File: src/rtl/next_pkg.sv
`default_nettype none
// +----------------------------------------------------------------------+
// | next_pkg                                                             |
// | Mode encodings and default vectors for the fetch next-address unit.  |
// | Rev 1.0 - initial release                                            |
// +----------------------------------------------------------------------+
package next_pkg;

    localparam logic [2:0] NEXT_INC  = 3'b000;
    localparam logic [2:0] NEXT_JUMP = 3'b001;
    localparam logic [2:0] NEXT_JZ   = 3'b010;
    localparam logic [2:0] NEXT_CALL = 3'b011;
    localparam logic [2:0] NEXT_RET  = 3'b100;
    localparam logic [2:0] NEXT_EXEC = 3'b101;
    localparam logic [2:0] NEXT_HOLD = 3'b110;

    localparam logic [15:0] NEXT_RESET_VECTOR = 16'h0000;
    localparam logic [15:0] NEXT_TRAP_VECTOR  = 16'h0010;

endpackage
`default_nettype wire

File: src/rtl/pilha_retorno.sv
`default_nettype none
// +----------------------------------------------------------------------+
// | pilha_retorno                                                        |
// | Parametrised LIFO return stack; push-when-full/pop-when-empty ignored.|
// | Rev 1.0 - initial release                                            |
// +----------------------------------------------------------------------+
module pilha_retorno #(
    parameter int DATA_WIDTH = 16,
    parameter int RS_DEPTH   = 8
) (
    input  logic                          clk,
    input  logic                          reset_n,
    input  logic                          push,
    input  logic                          pop,
    input  logic [DATA_WIDTH-1:0]         pushData,
    output logic [DATA_WIDTH-1:0]         top,
    output logic [$clog2(RS_DEPTH+1)-1:0] level,
    output logic                          empty,
    output logic                          full
);

    localparam int LW = $clog2(RS_DEPTH + 1);
    localparam int IW = $clog2(RS_DEPTH);

    logic [DATA_WIDTH-1:0] r_mem [RS_DEPTH];
    logic [LW-1:0]         r_level;
    logic [IW-1:0]         w_topIdx;
    logic                  w_empty;
    logic                  w_full;

    assign w_empty  = (r_level == '0);
    assign w_full   = (r_level == LW'(RS_DEPTH));
    assign w_topIdx = IW'(r_level - 1'b1);

    always_ff @(posedge clk) begin
        if (!reset_n) begin
            r_level <= '0;
        end else if (push && !w_full) begin
            r_level <= r_level + 1'b1;
        end else if (pop && !w_empty) begin
            r_level <= r_level - 1'b1;
        end
    end

    // Entries are never reset: the empty flag masks stale contents on top.
    always_ff @(posedge clk) begin
        if (reset_n && push && !w_full) begin
            r_mem[IW'(r_level)] <= pushData;
        end
    end

    assign top   = w_empty ? '0 : r_mem[w_topIdx];
    assign level = r_level;
    assign empty = w_empty;
    assign full  = w_full;

endmodule
`default_nettype wire

File: src/rtl/next_addr_unit.sv
`default_nettype none
// +----------------------------------------------------------------------+
// | next_addr_unit                                                       |
// | Registered PC with six-way next-address select and return stack.     |
// | Build option: NEXT_TRAP_EN routes stack faults to TRAP_VECTOR.        |
// | Rev 1.0 - initial release                                            |
// +----------------------------------------------------------------------+
module next_addr_unit
    import next_pkg::*;
#(
    parameter int                    DATA_WIDTH   = 16,
    parameter int                    RS_DEPTH     = 8,
    parameter logic [DATA_WIDTH-1:0] RESET_VECTOR = DATA_WIDTH'(NEXT_RESET_VECTOR),
    parameter logic [DATA_WIDTH-1:0] TRAP_VECTOR  = DATA_WIDTH'(NEXT_TRAP_VECTOR)
) (
    input  logic                          clk,
    input  logic                          reset_n,
    input  logic                          stall,
    input  logic [2:0]                    select_next,
    input  logic [DATA_WIDTH-1:0]         dado_pilha,
    input  logic [DATA_WIDTH-1:0]         endereco_prog,
    input  logic                          cond_zero,
    output logic [DATA_WIDTH-1:0]         next,
    output logic [DATA_WIDTH-1:0]         ret_topo,
    output logic [$clog2(RS_DEPTH+1)-1:0] rs_nivel,
    output logic                          rs_vazia,
    output logic                          rs_cheia,
    output logic                          erro
);

    logic [DATA_WIDTH-1:0] r_pc;
    logic                  r_erro;
    logic [DATA_WIDTH-1:0] w_pcInc;
    logic [DATA_WIDTH-1:0] w_pcNext;
    logic                  w_push;
    logic                  w_pop;
    logic                  w_fault;

    assign w_pcInc = r_pc + 1'b1;

`ifndef NEXT_TRAP_EN
    // Without trapping the trap vector has no consumer.
    logic [DATA_WIDTH-1:0] w_unusedTrap;
    assign w_unusedTrap = TRAP_VECTOR;
`endif

    always_comb begin
        w_pcNext = r_pc;
        w_push   = 1'b0;
        w_pop    = 1'b0;
        w_fault  = 1'b0;
        if (!stall) begin
            case (select_next)
                NEXT_INC:  w_pcNext = w_pcInc;
                NEXT_JUMP: w_pcNext = endereco_prog;
                NEXT_JZ:   w_pcNext = cond_zero ? endereco_prog : w_pcInc;
                NEXT_CALL: begin
                    if (rs_cheia) begin
                        w_fault = 1'b1;
`ifdef NEXT_TRAP_EN
                        w_pcNext = TRAP_VECTOR;
`else
                        w_pcNext = r_pc;
`endif
                    end else begin
                        w_push   = 1'b1;
                        w_pcNext = endereco_prog;
                    end
                end
                NEXT_RET: begin
                    if (rs_vazia) begin
                        w_fault = 1'b1;
`ifdef NEXT_TRAP_EN
                        w_pcNext = TRAP_VECTOR;
`else
                        w_pcNext = RESET_VECTOR;
`endif
                    end else begin
                        w_pop    = 1'b1;
                        w_pcNext = ret_topo;
                    end
                end
                NEXT_EXEC: w_pcNext = dado_pilha;
                NEXT_HOLD: w_pcNext = r_pc;
                default:   w_pcNext = r_pc;
            endcase
        end
    end

    always_ff @(posedge clk) begin
        if (!reset_n) begin
            r_pc   <= RESET_VECTOR;
            r_erro <= 1'b0;
        end else if (!stall) begin
            r_pc <= w_pcNext;
            if (w_fault) begin
                r_erro <= 1'b1;
            end
        end
    end

    pilha_retorno #(
        .DATA_WIDTH (DATA_WIDTH),
        .RS_DEPTH   (RS_DEPTH)
    ) u_pilha (
        .clk      (clk),
        .reset_n  (reset_n),
        .push     (w_push),
        .pop      (w_pop),
        .pushData (w_pcInc),
        .top      (ret_topo),
        .level    (rs_nivel),
        .empty    (rs_vazia),
        .full     (rs_cheia)
    );

    assign next = r_pc;
    assign erro = r_erro;

endmodule
`default_nettype wire

File: config.mk
export PLATFORM = sky130hd
export DESIGN_NAME = next_addr_unit
export DESIGN_NICKNAME = d
export VERILOG_FILES = /design/src/rtl/next_pkg.sv /design/src/rtl/pilha_retorno.sv /design/src/rtl/next_addr_unit.sv
export SDC_FILE = /design/constraint.sdc
export NUM_CORES = 1
export LEC_CHECK = 0
export CORE_MARGIN = 2
export CORE_UTILIZATION = 51
export CTS_CLUSTER_DIAMETER = 50
export DETAILED_ROUTE_END_ITERATION = 8
export PLACE_DENSITY = 0.85
export SETUP_SLACK_MARGIN = 0.5
export SLEW_MARGIN = 25
export SYNTH_ARGS = -nofsm -noshare
export SYNTH_HDL_FRONTEND = slang
export SYNTH_SLANG_ARGS = --single-unit
File: constraint.sdc
create_clock -name clk -period 3.3 [get_ports clk]
set_input_delay 0.825 -clock clk [delete_from_list [all_inputs] [get_ports clk]]
set_output_delay 0.825 -clock clk [all_outputs]
set_load 0.02 [all_outputs]
==> impl_metrics.ini <==
[worst_setup_path]
regToRegSetupSlack_ps = 500
crit_type = flip-flop to output port
max_stage_delay_ps = 550
cp_num_buf_inv = 3
cp_cell_sequence = inv_4, ha_4, xor2_4, buf_12, mux4_2, mux2i_4, nor2_1, buf_4
crit_fanout = 5
r2r_end = next[15]$_SDFFE_PN0P_
crit_cells = 8
start_kind = flip-flop
cp.arrival_ps = 2370
worstPathRequired_ps = 2470
crit_family = multiplexers
r2r_cells = 18
r2r_start = u_pilha.level[1]$_SDFFE_PN0P_
worstSetupEndpointType = output port
slowest_stage = mux4_2

[timing]
tns_ps = 0
tightest_slew_ps = 1020
period_needed_ps = 3190
post-route-period-util_pct = 96.7
slew_headroom_pct = 31.8
finalHoldViolCount = 0
rsz0062_at_grt = true
setup_viol = 0
clock_skew_ps = 10.5
fmax_ghz = 0.313
slew_viol_final = 0

[synth]
synthArstFlopShare_pct = 0
dominantRegCellSynth = edfxtp_1
synth_mux_area_share_pct = 12.2
syn-instance-count = 530
ys_types = 78
synth_simple_gate_area_share_pct = 10.6
synth-adder-area-share_pct = 0.698
syn_nets = 573
syn-cell-area_sq_um = 7170
synth_compound_area_share_pct = 11.7
synth-seq-area-share_pct = 59.4
avgSynthCellArea_sq_um = 13.5
ys_warn_count = 0
synthXorXnorAreaFrac_pct = 1.69
ys_seq_elements = 149
synth_edf_count = 128
synth_top_family_by_area = multiplexers

[global_routing]
grt_pass1_vias = 5617
grt_first_pass_wirelength_mm = 33.8
grt_max_degree = 24
grt_use_total_pct = 31.8
grt_antenna_before_repair = 0
overflow = 0

[final_layout]
stdcell_area_sq_um = 9910
areaGrowthSynthToFinish_pct = 38.2
final_cell_mix = 128 x edfxtp_1, 75 x buf_4, 59 x clkdlybuf4s50_1
diodes = 0
drive_gt1_share_pct = 34.0
nets = 738
final_common_cell = edfxtp_1

[floorplan]
num_rows = 43
ioPinCount = 78
start_util_pct = 51.9
dieArea_sq_um = 15000
core_sq_um = 13800
dieWidth_um = 123
fp.dieH_um = 123

[drt]
wirelength_mm = 24.1
drt-vias-per-instance = 6.63
first_iter_violations = 994
drc = 0
ant_nets = 0
dr.pass1.iters = 5
wl_per_cell_um = 27.1
vias = 5887

[worst_hold_path]
whs_path_depth = 1
holdPathEnd = erro$_SDFFE_PN0P_
min_from = erro$_SDFFE_PN0P_
hold_path_class = flip-flop to flip-flop

[cts]
cts_tree = built
numCtsBuffers = 17
cts_htree_levels = 4
cts_buffer_depth = 2
insertion_delay_ps = 440
cts-root-buf = clkbuf_16
ctsHoldBuffers = 0
clk_pin_slew_worst_paths_ps = 60
cts.sinks = 149

[power_and_ir_drop]
p_leak_uw = 0.00352
powerDensity_nw_per_um2 = 479
peakVddDrop_mv = 0.471

[job]
cap_violations = 0

[status]
outcome = finished clean

[placement]
place_hpwl_mm = 13.5
post_dp_cell_area_sq_um = 8480
place_congestion = 0.927
portBuffers = 77
-- final cells by class --
cell class | instances | area, sq um
clock inverter | 14 | 128
timing repair buffer | 180 | 1910
multi-input combinational | 335 | 2900
tap | 180 | 225
inverter | 12 | 55.1
clock buffer | 18 | 429
sequential | 149 | 4270
fill | 794 | 3910
-- cells in the mapped netlist, types with 3 or more instances --
master,n,area share (%)
a211oi_1,7,0.73
a211oi_2,3,0.52
a21o_1,3,0.31
a21oi_1,34,2.4
a2bb2oi_1,4,0.49
a31oi_1,6,0.52
buf_1,3,0.16
buf_2,10,0.70
buf_6,5,0.78
clkbuf_1,10,0.52
dfxtp_1,21,5.9
edfxtp_1,128,54
ha_1,4,0.70
inv_1,10,0.52
mux2i_1,13,1.8
mux4_1,3,1.1
mux4_2,29,9.1
nand2_1,35,1.8
nand2b_1,10,0.87
nand3_1,11,0.77
nor2_1,42,2.2
nor3_1,21,1.5
nor4_1,3,0.26
o21a_1,5,0.52
o21ai_0,21,1.5
o21ai_1,4,0.28
o21bai_1,3,0.31
o221a_1,3,0.47
o2bb2ai_1,3,0.37
or2_1,4,0.35
or3_1,3,0.26
xnor2_1,5,0.61
xor2_1,7,0.85
-- cells by family (layout without fill, tap and decap cells) --
logic type | Yosys count | count (layout)
fa+ha+maj | 4 | 4
compound gates | 121 | 121
simple gates | 151 | 151
mux | 46 | 46
buf+inv | 46 | 224
xor+xnor | 13 | 13
flops | 149 | 149
-- metrics by stage --
| stage | util [%] | instances | total power [uW] | hold slack, ps | setup slack [ps] |
|---|---|---|---|---|---|
| 2_1_floorplan | - | 530 | 2500 | 565 | 298 |
| 3_3_place_gp | 61.3 | 796 | 2720 | 453 | 86.0 |
| 3_5_place_dp | 61.3 | 796 | 2730 | 464 | 60.5 |
| 4_1_cts | 69.6 | 867 | 4650 | 478 | 126 |
| 5_1_grt | 71.7 | 888 | 4860 | 505 | 49.1 |
| 6_report | 71.7 | 888 | 4750 | 480 | 108 |
-- flip-flops by register name, indices dropped and copies added, names as in the netlist --
register and count:
u_pilha.r_mem 128, u_pilha.level 4, next 16, erro 1
-- layer usage --
layer  vias to the layer above  GRT usage (%)  wire length [um]
met1                      2879           42.2              9130
met4                         0           15.4              1310
met2                       474           50.5             11100
met3                       123           6.60              2540
met5                         -              0                 0
li1                       2411              -                 -
-- worst reg2reg max path, cell delays in order (launching register included) --
cell and delay, ps:
dfxtp_2 360, inv_4 60, ha_4 270, buf_12 130, buf_16 130, buf_6 110
mux4_2 220, mux2i_2 80, buf_4 150, buf_6 100, buf_6 100, buf_6 100
buf_6 100, buf_4 120, buf_6 100, buf_6 100, o21ai_2 130, a21oi_2 50
o32ai_2 280
-- repair_timing --
action / CTS / global route
setup endpoints to repair: 19 / 19
setup buffers: 34 / 20
pin swaps: 13 / 5
gates cloned: 5 / 1
resized for setup: 130 / 21
-- power by group --
part           total (uW)  switching, uW  internal [uW]
Clock                1860            814           1040
Sequential           2140           47.5           2090
Combinational         757            395            362
Total                4750           1260           3500
-- how the worst max path moves through the flow --
stage / to / start / slack (ps)
4_1_cts: ret_topo[10] / u_pilha.level[1]$_SDFFE_PN0P_ / 130
2_1_floorplan: ret_topo[14] / u_pilha.level[0]$_SDFFE_PN0P_ / 300
3_5_place_dp: ret_topo[14] / u_pilha.level[1]$_SDFFE_PN0P_ / 60
5_1_grt: ret_topo[10] / u_pilha.level[1]$_SDFFE_PN0P_ / 50
6_report: ret_topo[10] / u_pilha.level[1]$_SDFFE_PN0P_ / 110
3_3_place_gp: ret_topo[3] / u_pilha.level[0]$_SDFFE_PN0P_ / 90
Power figures use the tool's default switching activity.
